[src/rtl/pipeline_sequencer.sv]
// Stall/flush sequencer for the 5-stage core: drives PC stop/enable and stage strobes.
// Optional perf counters (stall/flush/halt) are built when PIPELINE_SEQ_PERF_EN is defined.
module pipeline_sequencer #(
    parameter int FLUSH_CYCLES = 2
`ifdef PIPELINE_SEQ_PERF_EN
    ,
    parameter int CNT_W = 16
`endif
) (
    input  logic       clk,
    input  logic       rst,
    input  logic       br_valid,
    input  logic       br_taken,
    input  logic       load_use,
    input  logic       mem_busy,
    input  logic       halt_req,
    input  logic       resume,
    output logic       stop,
    output logic       enable,
    output logic       flush_if,
    output logic       flush_id,
    output logic       stall_id,
    output logic       halt_ack,
    output logic [2:0] state_o
`ifdef PIPELINE_SEQ_PERF_EN
    ,
    output logic [CNT_W-1:0] stall_cnt,
    output logic [CNT_W-1:0] flush_cnt_tot,
    output logic [CNT_W-1:0] halt_cnt
`endif
);

    localparam logic [2:0] RUN     = 3'd0;
    localparam logic [2:0] FLUSH   = 3'd1;
    localparam logic [2:0] LDSTALL = 3'd2;
    localparam logic [2:0] MEMWAIT = 3'd3;
    localparam logic [2:0] HALTED  = 3'd4;

    localparam logic [2:0] FLUSH_INIT = 3'(FLUSH_CYCLES - 1);

    logic [2:0] r_state;
    logic [2:0] r_flush_cnt;
    logic [2:0] w_state_nxt;
    logic [2:0] w_cnt_nxt;
    logic       w_taken;

    assign w_taken = br_valid & br_taken;
    assign state_o = r_state;

    always_comb begin
        stop        = 1'b0;
        enable      = 1'b0;
        flush_if    = 1'b0;
        flush_id    = 1'b0;
        stall_id    = 1'b0;
        halt_ack    = 1'b0;
        w_state_nxt = r_state;
        w_cnt_nxt   = r_flush_cnt;
        if (rst) begin
            stop        = 1'b1;
            flush_if    = 1'b1;
            flush_id    = 1'b1;
            w_state_nxt = RUN;
            w_cnt_nxt   = 3'd0;
        end else begin
            case (r_state)
                RUN: begin
                    if (halt_req) begin
                        stop        = 1'b1;
                        w_state_nxt = HALTED;
                    end else if (mem_busy) begin
                        stop        = 1'b1;
                        stall_id    = 1'b1;
                        w_state_nxt = MEMWAIT;
                    end else if (w_taken) begin
                        enable      = 1'b1;
                        w_state_nxt = FLUSH;
                        w_cnt_nxt   = FLUSH_INIT;
                    end else if (load_use) begin
                        stop        = 1'b1;
                        stall_id    = 1'b1;
                        flush_id    = 1'b1;
                        w_state_nxt = LDSTALL;
                    end else begin
                        enable = br_valid;
                    end
                end
                FLUSH: begin
                    // wrong-path branches must never redirect while squashing
                    flush_if = 1'b1;
                    flush_id = 1'b1;
                    stop     = mem_busy;
                    if (!mem_busy) begin
                        if (r_flush_cnt == 3'd0) begin
                            w_state_nxt = halt_req ? HALTED : RUN;
                        end else begin
                            w_cnt_nxt = r_flush_cnt - 3'd1;
                        end
                    end
                end
                LDSTALL: begin
                    w_state_nxt = RUN;
                end
                MEMWAIT: begin
                    stop     = 1'b1;
                    stall_id = 1'b1;
                    if (!mem_busy) begin
                        w_state_nxt = halt_req ? HALTED : RUN;
                    end
                end
                HALTED: begin
                    stop     = 1'b1;
                    stall_id = 1'b1;
                    halt_ack = 1'b1;
                    if (resume && !halt_req) begin
                        w_state_nxt = RUN;
                    end
                end
                default: begin
                    stop        = 1'b1;
                    w_state_nxt = RUN;
                end
            endcase
        end
    end

    always_ff @(posedge clk) begin
        r_state     <= w_state_nxt;
        r_flush_cnt <= w_cnt_nxt;
    end

`ifdef PIPELINE_SEQ_PERF_EN
    logic [CNT_W-1:0] r_stall_cnt;
    logic [CNT_W-1:0] r_flush_tot;
    logic [CNT_W-1:0] r_halt_cnt;
    logic             w_flush_entry;

    assign w_flush_entry = (r_state == RUN) && (w_state_nxt == FLUSH);

    always_ff @(posedge clk) begin
        if (rst) begin
            r_stall_cnt <= '0;
            r_flush_tot <= '0;
            r_halt_cnt  <= '0;
        end else begin
            if (stall_id && (r_stall_cnt != '1)) begin
                r_stall_cnt <= r_stall_cnt + 1'b1;
            end
            if (w_flush_entry && (r_flush_tot != '1)) begin
                r_flush_tot <= r_flush_tot + 1'b1;
            end
            if ((r_state == HALTED) && (r_halt_cnt != '1)) begin
                r_halt_cnt <= r_halt_cnt + 1'b1;
            end
        end
    end

    assign stall_cnt     = r_stall_cnt;
    assign flush_cnt_tot = r_flush_tot;
    assign halt_cnt      = r_halt_cnt;
`endif

endmodule

[config.mk]
export PLATFORM = sky130hd
export DESIGN_NAME = pipeline_sequencer
export DESIGN_NICKNAME = d
export VERILOG_FILES = /design/src/rtl/pipeline_sequencer.sv
export SDC_FILE = /design/constraint.sdc
export NUM_CORES = 1
export LEC_CHECK = 0
export BUFFER_PORTS_ARGS = -buffer_cell sky130_fd_sc_hd__buf_2
export CAP_MARGIN = 20
export CORE_AREA = 5 5 42 44
export CTS_CLUSTER_SIZE = 12
export DETAILED_ROUTE_END_ITERATION = 8
export DIE_AREA = 0 0 47 49
export PLACE_DENSITY_LB_ADDON = 0.3
export RECOVER_POWER = 50
export SETUP_SLACK_MARGIN = 0.15
export SYNTH_ARGS = -nofsm -noshare
export SYNTH_HDL_FRONTEND = slang
export SYNTH_SLANG_ARGS = --single-unit
[constraint.sdc]
create_clock -name clk -period 3.2 [get_ports clk]
set_input_delay 0.16 -clock clk [delete_from_list [all_inputs] [get_ports clk]]
set_output_delay 0.16 -clock clk [all_outputs]
set_load 0.005 [all_outputs]
## Yosys cells after proc, flatten, opt, wreduce, memory -nomap -nowiden

Index checks and enable logic that the tools add are counted.

| operators by class | value |
|---|---|
| muxes and demuxes | 39 |
| eq/ne operators | 13 |
| bitwise logic cells | 1 |
| reductions and logical operators | 8 |
| add/sub/neg operators | 1 |

Operators with widths:

| kind | count |
|---|---|
| 3-bit two-way mux | 14 |
| 1-bit two-way mux | 20 |
| 2-bit inequality test, second input constant | 8 |
| 3-bit one-hot mux with 4 select lines | 1 |
| 3-bit by 2-bit == test with 1-bit output, second input constant | 2 |
| 3-bit logical NOT | 2 |
| 3-bit one-hot mux with 2 select lines | 1 |
| 6-bit AND reduction | 1 |
| 5-bit inequality test, second input constant | 1 |
| 5-bit AND reduction | 1 |
| 1-bit one-hot mux with 2 select lines | 2 |
| 3-bit by 1-bit == test with 1-bit output, second input constant | 1 |
| 3-bit == test, second input constant | 1 |
| 1-bit one-hot mux with 3 select lines | 1 |
| 3-bit by 1-bit subtractor with 3-bit output, second input constant | 1 |
| 2-bit nonzero test | 1 |
| 2-bit OR reduction | 1 |
| 1-bit bitwise AND | 1 |
| 1-bit logical AND | 1 |
| 1-bit logical NOT | 1 |

| word-level totals | value |
|---|---|
| output and inout bits | 9 |
| input bits | 8 |
| bits in registers | 6 |
| word-level logic and storage cells | 64 |

## Longest topological paths before layout

Gate-level depths: netlist of run 1.

| logic depth | value |
|---|---|
| depth in word-level cells | 6 |
| gate-level depth with buffers | 7 |
| gate-level depth less buffers | 7 |

## Worst setup path after synthesis of run 1

No wires, ideal clock.

| timing path | value |
|---|---|
| path kind | flip-flop to flip-flop |
| start | register r_state[1], in the netlist state_o[1] |
| end | register r_state[2], in the netlist state_o[2] |
| buffers on the path | 1 |
| library setup time | 0.116 ns |
| data required time | 3.084 ns |
| arrival | 1.410 ns |
| path slack | 1.675 ns |
| period minus slack after synthesis | 1.525 ns |
| stages on the path, launching flop included | 5 |
| cells stage by stage | dfxtp_1 > buf_6 > or4_4 > o221a_4 > a31o_1 |

| between the ends | value |
|---|---|
| longest elaborated chain between the ends | 3 |
| elaborated cells on any way between the ends | 11 |
| classes of those cells | eq/ne: 8; mux: 1; reduce/logical: 2 |

Ends and longest elaborated chain:

| element | RTL line | RTL |
|---|---|---|
| start, declared | 41 | `logic [2:0] r_state;` |
| start signal, assigned | 128 | `r_state <= w_state_nxt;` |
| 3-bit logical NOT, or another cell as far along | 66 | `case (r_state)` |
| 5-bit inequality test (no line) / 2-bit inequality test (equally long branches) | -- |  |
| 5-bit AND reduction (no line) | -- |  |

Parallel ways exist; a longest one is shown, timed or not.
A chain may end at the register's enable or synchronous reset.

## Final worst setup path of run 1

| timing path | value |
|---|---|
| start | register r_state[1], in the netlist state_o[1] |
| end | output port stall_id |

| between the ends | value |
|---|---|
| longest elaborated chain between the ends | 4 |
| elaborated cells on any way between the ends | 6 |
| classes of those cells | eq/ne: 2; mux: 2; reduce/logical: 2 |

Ends and longest elaborated chain:

| element | RTL line | RTL |
|---|---|---|
| 3-bit == test / 3-bit by 2-bit == test with 1-bit output (equally long branches) | 66 |  |
| 2-bit OR reduction (no line) | -- |  |
| 1-bit one-hot mux with 2 select lines (*) | 66 |  |
| 1-bit two-way mux (*) | 59 | `if (rst) begin` |
| end, declared | 22 | `output logic stall_id,` |

Mark *: on every way between the ends. The rest lies on a longest branch, timed or not.

==> results of run 1 <==
[worst max-delay path, cell delays in order, from the launching register on]
cell	delay (ns)
dfxtp_1	0.40
or4_1	0.65
nand2b_2	0.23
a21oi_1	0.14
buf_2	0.13
[flip-flops by register name, summed over array words and instances, names as in the netlist]
name,cells
r_flush_cnt,3
state_o,3
[synth_stat cells]
| cell type | count |
|---|---|
| a31o_1 | 1 |
| or3b_2 | 1 |
| nand2b_2 | 1 |
| nor3b_1 | 1 |
| a31oi_1 | 1 |
| ha_1 | 2 |
| nand2_1 | 7 |
| buf_6 | 1 |
| nand2b_1 | 1 |
| o21ai_1 | 2 |
| a22oi_1 | 1 |
| buf_4 | 1 |
| a21o_1 | 1 |
| o21ai_0 | 1 |
| dfxtp_1 | 6 |
| clkbuf_1 | 1 |
| nor2_1 | 9 |
| nor2b_1 | 4 |
| nor3_1 | 2 |
| a21boi_0 | 1 |
| and2_1 | 1 |
| a21oi_1 | 5 |
| mux2i_1 | 3 |
| o31ai_1 | 2 |
| o22ai_1 | 1 |
| o221a_4 | 1 |
| or2_2 | 1 |
| nor4bb_1 | 1 |
| or4_4 | 1 |
| inv_1 | 6 |
| nor4b_1 | 1 |
[routing by layer]
layer / up-vias / track usage [%] / share of wire [%]
met2: 8 / 16.7 / 45
li1: 272 / - / -
met1: 209 / 18.0 / 49
met4: 0 / 9.68 / 1.6
met5: - / 0 / 0
met3: 2 / 4.06 / 4.5
[cells by family (layout without fill, tap and decap cells)]
family / count (synthesis) / in the layout
simple gates: 31 / 31
compound gates: 17 / 17
buf+inv: 9 / 25
flops: 6 / 6
mux: 3 / 3
fa+ha+maj: 2 / 2
[where the power goes]
| part | internal, mW | switching, mW | leakage (nW) | total (mW) |
|---|---|---|---|---|
| clock network | 0.0424 | 0.0266 | 0.0138 | 0.0689 |
| registers | 0.0838 | 0.0207 | 0.0490 | 0.105 |
| logic | 0.0512 | 0.0539 | 0.213 | 0.105 |
[stage by stage]
stage          instance area (um2)  power, mW  hold slack, ns  setup WS [ns]  std cells
3_5_place_dp                   586      0.220           0.468           1.57         97
2_1_floorplan                  508      0.187           0.294           1.67         68
5_1_grt                        591      0.310           0.214           1.15        100
6_report                       591      0.278           0.220           1.24        100
3_3_place_gp                   586      0.220           0.472           1.56         97
4_1_cts                        608      0.293           0.210           1.31        100
[final cells by class]
cell class / instances / area, um2 / share of cell area [%]
Sequential cell: 6 / 120 / 20.3
Tap cell: 16 / 20.0 / 3.39
Multi-Input combinational cell: 53 / 330 / 55.9
Timing Repair Buffer: 16 / 75.1 / 12.7
Clock buffer: 3 / 22.5 / 3.81
Inverter: 6 / 22.5 / 3.81
[how the worst min path moves through the flow]
stage                           endpoint  slack, ns  depth (start not counted)
after global placement    r_flush_cnt[0]       0.47                          2
after floorplan               state_o[2]       0.29                          1
after detailed placement  r_flush_cnt[0]       0.47                          2
after global routing      r_flush_cnt[2]       0.21                          2
final                     r_flush_cnt[2]       0.22                          2
after CTS                 r_flush_cnt[0]       0.21                          2
[cell usage in the layout, fill, tap and decap left out, types with 2 or more instances in the layout]
master and count:
nor2_1 9, nor3_1 2, clkbuf_4 3, dfxtp_1 6, clkbuf_1 4, o31ai_1 2, o21ai_0 2, mux2i_1 3
nand2_1 7, ha_1 2, inv_1 6, nor2b_1 4, a21oi_1 5, buf_2 12
==> metrics.txt, run 1 <==
synth warn=0; Hold Fails Final Rpt=0; r2r worst-path depth=3; antenna violations before repair=0; GRT Resource Usage Total=13.2%; syn nets=78; Via density=4.91; top area cells in the synthesized netlist=dfxtp_1 (24%), nor2_1 (6.7%), mux2i_1 (5.9%); hold_buf cts=0; Final nets=96; Setup Skew=0.000592 ns; CP startpoint=state_o[1]; RR Startpoint=state_o[1]; CTS sink cnt=6; Leak=0.275 nW; Critical Path Start Type=register; clk slew on worst S/H paths=0.04 ns; main combinational cell family by area after synthesis=simple AND/OR/NAND/NOR gates; worst vdd ir=0.000241 V; share of the yosys chip area belonging to registers=23.6%; Slew HR=63.7%; Die Wd=47 um; row cnt=14; reg2reg end=state_o[2]; number of global-route vias before repair=510; CP endpoint kind=output pin; Hold Crit Class=primary input to register; Num CTS Buffers=3; final max-slew violation count=0; Syn Inst Count=68; Compound-Gate Fraction of Synth Area=23.4%; Hold Startpoint=rst; Die Span Y=49 um; number of library cell types mapped by synthesis=31; RSZ-0062 raised after global routing=no; simple-gate area share of the yosys netlist=33.3%; IO Pins=17; max-cap violations=0; DR iter-0 viols=3; mux contribution to synthesized area=5.91%; Synth Area in Adders=4.93%; crit-path max FO=11; CTS tree=yes; Max Buffers Root-to-Sink=2; # DRC=0; die area=2300 um2; DR vias=491; Area Growth Syn to Fin=16.3%; final setup vio count=0; Crit Path Category=register to output pin; final RePlAce weighted congestion=0.787; Port Buffers=16; final worst-path cycle share=61.2%; Max Freq=511 MHz; status=finished clean; H-tree depth=1; Seq cells post-synth=6; DR WL/cell=12.0 um; first-pass GRT wire length=2250 um; initial core utilization=36.2%; crit path capture=stall_id; root buf cell=clkbuf_4; final core occ=42.1%; total congestion overflow=0; DRT Wirelength=1200 um; sum of negative setup slack=0 ns; # fillers=157; number of antenna-violating nets in the routed design=0; Antenna diodes=0; Worst R2R Setup Slack=1.52 ns; core area=1400 um2; total setup buffers inserted after CTS=0; largest net degree at the start of global routing=13; Synth Area per Inst=7.47 um2; PwrDens=472 nW/um2; fin crit period=1.96 ns; Worst Path Required=3.04 ns; Yosys top cell area share=23.6%; Final HPWL DP=944 um; post_cts resized=0; drt first pass iters=4; synthesized area=508 um2; Least-Margin Pin Slew=0.539 ns; clk_lat worst skew=0.24 ns; Arrival @ worst endpoint=1.80 ns; xor/xnor share of the synthesized area=0%; leading area contributor after synthesis=dfxtp_1; layout cell share with drive strength beyond 1=22.6%
Power figures use the tool's default switching activity.
==> run 2, diff against run 1 <==
clock period = 2 ns   (was 3.2 ns; I/O delays follow)
==> metrics.txt, run 2 (synthesis gave the netlist of run 1 again) <==
status=finished clean; CTS sink cnt=6 (unchanged); Area Growth Syn to Fin=19.0%; root buf cell=clkbuf_4; Setup Skew=0.00498 ns (+0.00439 ns); die area=2300 um2 (unchanged); reg2reg end=r_flush_cnt[0]; fin crit period=1.82 ns; initial core utilization=36.2% (unchanged); total congestion overflow=0 (unchanged); CP peak stage delay=0.60 ns (-0.05 ns); Cell Count Post-Placement=97 (unchanged); clk slew on worst S/H paths=0.05 ns (about the same); Die Span Y=49 um (unchanged); Hold Crit Class=primary input to register; multi-input logic area=343 um2 (+3.8%); Via density=5.19 (+5.7%); Worst Path Required=1.90 ns (-1.14 ns); r2r worst-path depth=4 (+1); CTS tree=yes; crit-path max FO=11 (unchanged); Psw=0.169 mW (+67%); register area=120 um2 (unchanged); commonest cells after routing, fill and taps aside=buf_2 (13), nor2_1 (9), nand2_1 (7); worst vdd ir=0.000309 V (+28%); Num CTS Buffers=3 (unchanged); Die Wd=47 um (unchanged); final RePlAce weighted congestion=0.776 (-1.4%); switching share of power=36.6% (+0.27 points); # fillers=154 (-1.9%); clk_lat worst skew=0.25 ns (about the same); CP top delay family=simple AND/OR/NAND/NOR gates; Final nets=96 (unchanged); number of global-route vias before repair=534 (+4.7%); Post-DP Area=586 um2 (unchanged); post_cts resized=0 (unchanged); worst hold margin=0.164 ns (-0.0559 ns); Max Buffers Root-to-Sink=2 (unchanged); row cnt=14 (unchanged); final max-slew violation count=0 (unchanged); Arrival @ worst endpoint=1.72 ns (-0.08 ns); Logic pwr share=38.6% (+0.9 points); Hold Startpoint=rst; Hold Path Depth=2 (unchanged); fin area=604 um2 (+2.3%); crit-path cells=or4_4 -> nand2b_2 -> a21oi_1 -> buf_2; Worst R2R Setup Slack=0.36 ns (-1.16 ns); Antenna diodes=0 (unchanged); largest net degree at the start of global routing=13 (unchanged); H-tree depth=1 (unchanged); first-pass GRT wire length=2170 um (-3.7%); sum of negative setup slack=0 ns (unchanged); DR vias=519 (+5.7%); Cell Count, Final, Fillers Out=100 (unchanged); most common cell after layout, fill and taps aside=buf_2; final setup vio count=0 (unchanged); Crit Path Category=register to output pin; layout cell share with drive strength beyond 1=25.0% (+2.4 points); Max Freq=549 MHz; worst path buffer plus inverter count=1 (unchanged); PwrDens=765 nW/um2 (+62%); hold_buf cts=0 (unchanged); RSZ-0062 raised after global routing=no; part of the power in registers=36.3% (-1.2 points); core area=1400 um2 (unchanged); worst setup margin=0.177 ns (-1.07 ns); final worst-path cycle share=91.1%; final core occ=43.1% (+0.98 points); DR iter-0 viols=7 (+4); number of antenna-violating nets in the routed design=0 (unchanged); drt first pass iters=4 (unchanged); total setup buffers inserted after CTS=0 (unchanged); Least-Margin Pin Slew=0.527 ns (-0.0116 ns); Critical Path Start Type=register; Leak=0.283 nW (+2.9%); IO Pins=17 (unchanged); Worst path slowest cell=or4_4; DRT Wirelength=1250 um (+4.1%); Hold Fails Final Rpt=0 (unchanged); CP endpoint kind=output pin; max-cap violations=0 (unchanged); Pwr Total=0.462 mW (+66%); DR WL/cell=12.5 um (+4.1%); GRT Resource Usage Total=12.2% (-0.99 points); hold path endpoint=r_flush_cnt[1]; RR Startpoint=state_o[0]; Pint=0.293 mW (+65%); Final HPWL DP=993 um (+5.3%); Place WS=0.372 ns (-1.20 ns); antenna violations before repair=0 (unchanged); Slew HR=64.5% (+0.78 points); Port Buffers=16 (unchanged); clock share of power=25.1% (+0.4 points); # DRC=0 (unchanged)
run 2: layer usage:
layer	vias up	part of all wire, %	track usage, %
met5	-	0	0
met4	0	0.72	8.29
met3	2	4.3	2.58
met2	10	48	17.4
met1	235	47	15.8
li1	272	-	-
run 2: how the worst max path moves through the flow:
| stage | startpoint | cells past startpoint | end |
|---|---|---|---|
| 6_report | state_o[1] | 4 | stall_id |
| 5_1_grt | state_o[1] | 4 | stall_id |
| 4_1_cts | state_o[1] | 4 | stall_id |
| 3_5_place_dp | state_o[0] | 4 | r_flush_cnt[0] |
| 3_3_place_gp | state_o[0] | 4 | r_flush_cnt[0] |
| 2_1_floorplan | state_o[1] | 4 | state_o[2] |
run 2: worst reg2reg max path, stage by stage (launching register included):
cell and delay (ns):
dfxtp_1 0.53, or3b_2 0.53, or2_2 0.29, mux2i_1 0.13
nor2_1 0.05
run 2: power by group through the flow:
stage / logic, mW / registers [mW] / clock network, mW
finish: 0.179 / 0.168 / 0.116
global route: 0.202 / 0.172 / 0.128
CTS: 0.183 / 0.166 / 0.120
detailed placement: 0.183 / 0.168 / 0
global placement: 0.182 / 0.168 / 0
floorplan: 0.148 / 0.151 / 0
run 2: area by class of cell:
type	count	share of cell area [%]
Clock buffer	3	3.73
Inverter	6	3.73
Multi-Input combinational cell	53	56.7
Sequential cell	6	19.9
Tap cell	16	3.31
Timing Repair Buffer	16	12.6
==> run 3, diff against run 2 <==
CORE_AREA = 3 3 40 42   (was 5 5 42 44)
DIE_AREA = 0 0 43 45   (was 0 0 47 49)
==> metrics.txt, run 3 (synthesis gave the netlist of run 1 again) <==
initial core utilization=39.5% (+3.3 points); drt first pass iters=4 (unchanged); GRT Resource Usage Total=14.4% (+2.1 points); fin crit period=1.80 ns (-0.0194 ns); # DRC=0 (unchanged); Crit Path Category=register to output pin; PwrDens=770 nW/um2 (+0.63%); largest net degree at the start of global routing=13 (unchanged); Worst path slowest cell=or4_4; Cell Count, Final, Fillers Out=99 (-1.0%); RR Startpoint=state_o[0]; number of global-route vias before repair=509 (-4.7%); hold_buf cts=0 (unchanged); core area=1280 um2 (-8.3%); Hold Startpoint=rst; H-tree depth=1 (unchanged); Area Growth Syn to Fin=19.2%; status=finished clean; CP top delay family=simple AND/OR/NAND/NOR gates; DR WL/cell=12.7 um (+1.7%); Setup Skew=0.00329 ns (-0.00169 ns); Pwr Total=0.466 mW (+0.84%); Max Buffers Root-to-Sink=2 (unchanged); CP peak stage delay=0.61 ns (about the same); met2 usage=21.6% (+4.1 points); Via density=5.46 (+5.3%); Slew HR=62.4% (-2.1 points); clk_lat worst skew=0.25 ns (about the same); Final nets=96 (unchanged); crit-path cells=or4_4 -> nand2b_2 -> a21oi_1 -> buf_2; final setup vio count=0 (unchanged); antenna violations before repair=0 (unchanged); root buf cell=clkbuf_4; post_cts resized=0 (unchanged); # fillers=136 (-12%); CP endpoint kind=output pin; Critical Path Start Type=register; RSZ-0062 raised after global routing=no; final RePlAce weighted congestion=0.872 (+12%); Hold Fails Final Rpt=0 (unchanged); most common cell after layout, fill and taps aside=buf_2; CTS tree=yes; commonest cells after routing, fill and taps aside=buf_2 (15), nor2_1 (9), nand2_1 (7); die area=1940 um2 (-16%); crit-path max FO=11 (unchanged); sum of negative setup slack=0 ns (unchanged); Pint=0.296 mW (+0.92%); met3 GRT Util=2.39% (-0.19 points); clock share of power=24.5% (-0.6 points); number of antenna-violating nets in the routed design=0 (unchanged); Worst Path Required=1.90 ns (about the same); Arrival @ worst endpoint=1.70 ns (-0.02 ns); Antenna diodes=0 (unchanged); DR vias=541 (+4.2%); Place WS=0.386 ns (+0.0140 ns); Max Freq=554 MHz (+1.1%); Port Buffers=16 (unchanged); Cell Count Post-Placement=96 (-1.0%); Die Wd=43 um (-8.5%); Leak=0.291 nW (+2.7%); global routing's busiest layer=met2; total setup buffers inserted after CTS=0 (unchanged); Final HPWL DP=923 um (-7.1%); r2r worst-path depth=4 (unchanged); worst vdd ir=0.000333 V (+7.6%); IO Pins=17 (unchanged); part of the power in registers=36.2% (about the same); Psw=0.170 mW (+0.71%); max-cap violations=0 (unchanged); DR iter-0 viols=8 (+1); total congestion overflow=0 (unchanged); first-pass GRT wire length=2100 um (-3.2%); Hold Crit Class=primary input to register; layout cell share with drive strength beyond 1=27.4% (+2.4 points); worst path buffer plus inverter count=1 (unchanged); final worst-path cycle share=90.2% (-0.97 points); final max-slew violation count=0 (unchanged); worst setup margin=0.197 ns (+0.0194 ns); DRT Wirelength=1250 um (+0.64%); WP depth=4 (unchanged); CP startpoint=state_o[1]; Hold Path Depth=2 (unchanged); met1 Usage GRT=18.5% (+2.7 points); CTS sink cnt=6 (unchanged); switching share of power=36.5% (-0.047 points); clk slew on worst S/H paths=0.05 ns (about the same); row cnt=13 (-1); Die Span Y=45 um (-8.2%); Least-Margin Pin Slew=0.558 ns (+0.0310 ns); Num CTS Buffers=3 (unchanged); Logic pwr share=39.2% (+0.6 points)
==> run 3: cell count changes in the layout (fill, tap and decap cells not counted), sizes merged <==
cell    delta
buf        +2
clkbuf     -2
==> run 3: metal layers <==
layer,share of wire [%],vias to the layer above,wire length [um]
met2,45,17,560
met3,6.3,2,79
li1,-,269,-
met1,48,253,599
met5,0,-,0
met4,1.1,0,14
==> run 3: path summary, 6_finish.rpt <==
| kind | to | slack (ns) |
|---|---|---|
| setup / recovery | stall_id | 0.20 |
| hold / removal | r_flush_cnt[0] | 0.16 |
| setup reg to reg | r_flush_cnt[0] | 0.35 |
| hold reg to reg | r_flush_cnt[0] | 0.50 |
==> run 3: final cells by class <==
type	count	area (um2)	area share, %
Sequential cell	6	120	19.8
Timing Repair Buffer	16	78.8	13.0
Clock buffer	3	22.5	3.72
Multi-Input combinational cell	53	343	56.6
Inverter	6	22.5	3.72
Tap cell	15	18.8	3.10
==> run 3: power by group through the flow <==
stage / logic [mW] / clock network (mW) / registers (mW)
after floorplan: 0.148 / 0 / 0.151
after global placement: 0.182 / 0 / 0.169
after detailed placement: 0.182 / 0 / 0.169
after CTS: 0.183 / 0.120 / 0.168
after global routing: 0.205 / 0.125 / 0.172
final: 0.183 / 0.114 / 0.169
==> run 3: through the flow <==
stage	util, %	hold WS [ns]	cell area (um2)
global placement	45.5	0.403	584
finish	47.1	0.159	606
CTS	47.2	0.150	607
detailed placement	45.5	0.412	584
global route	47.1	0.175	606
floorplan	-	0.234	508
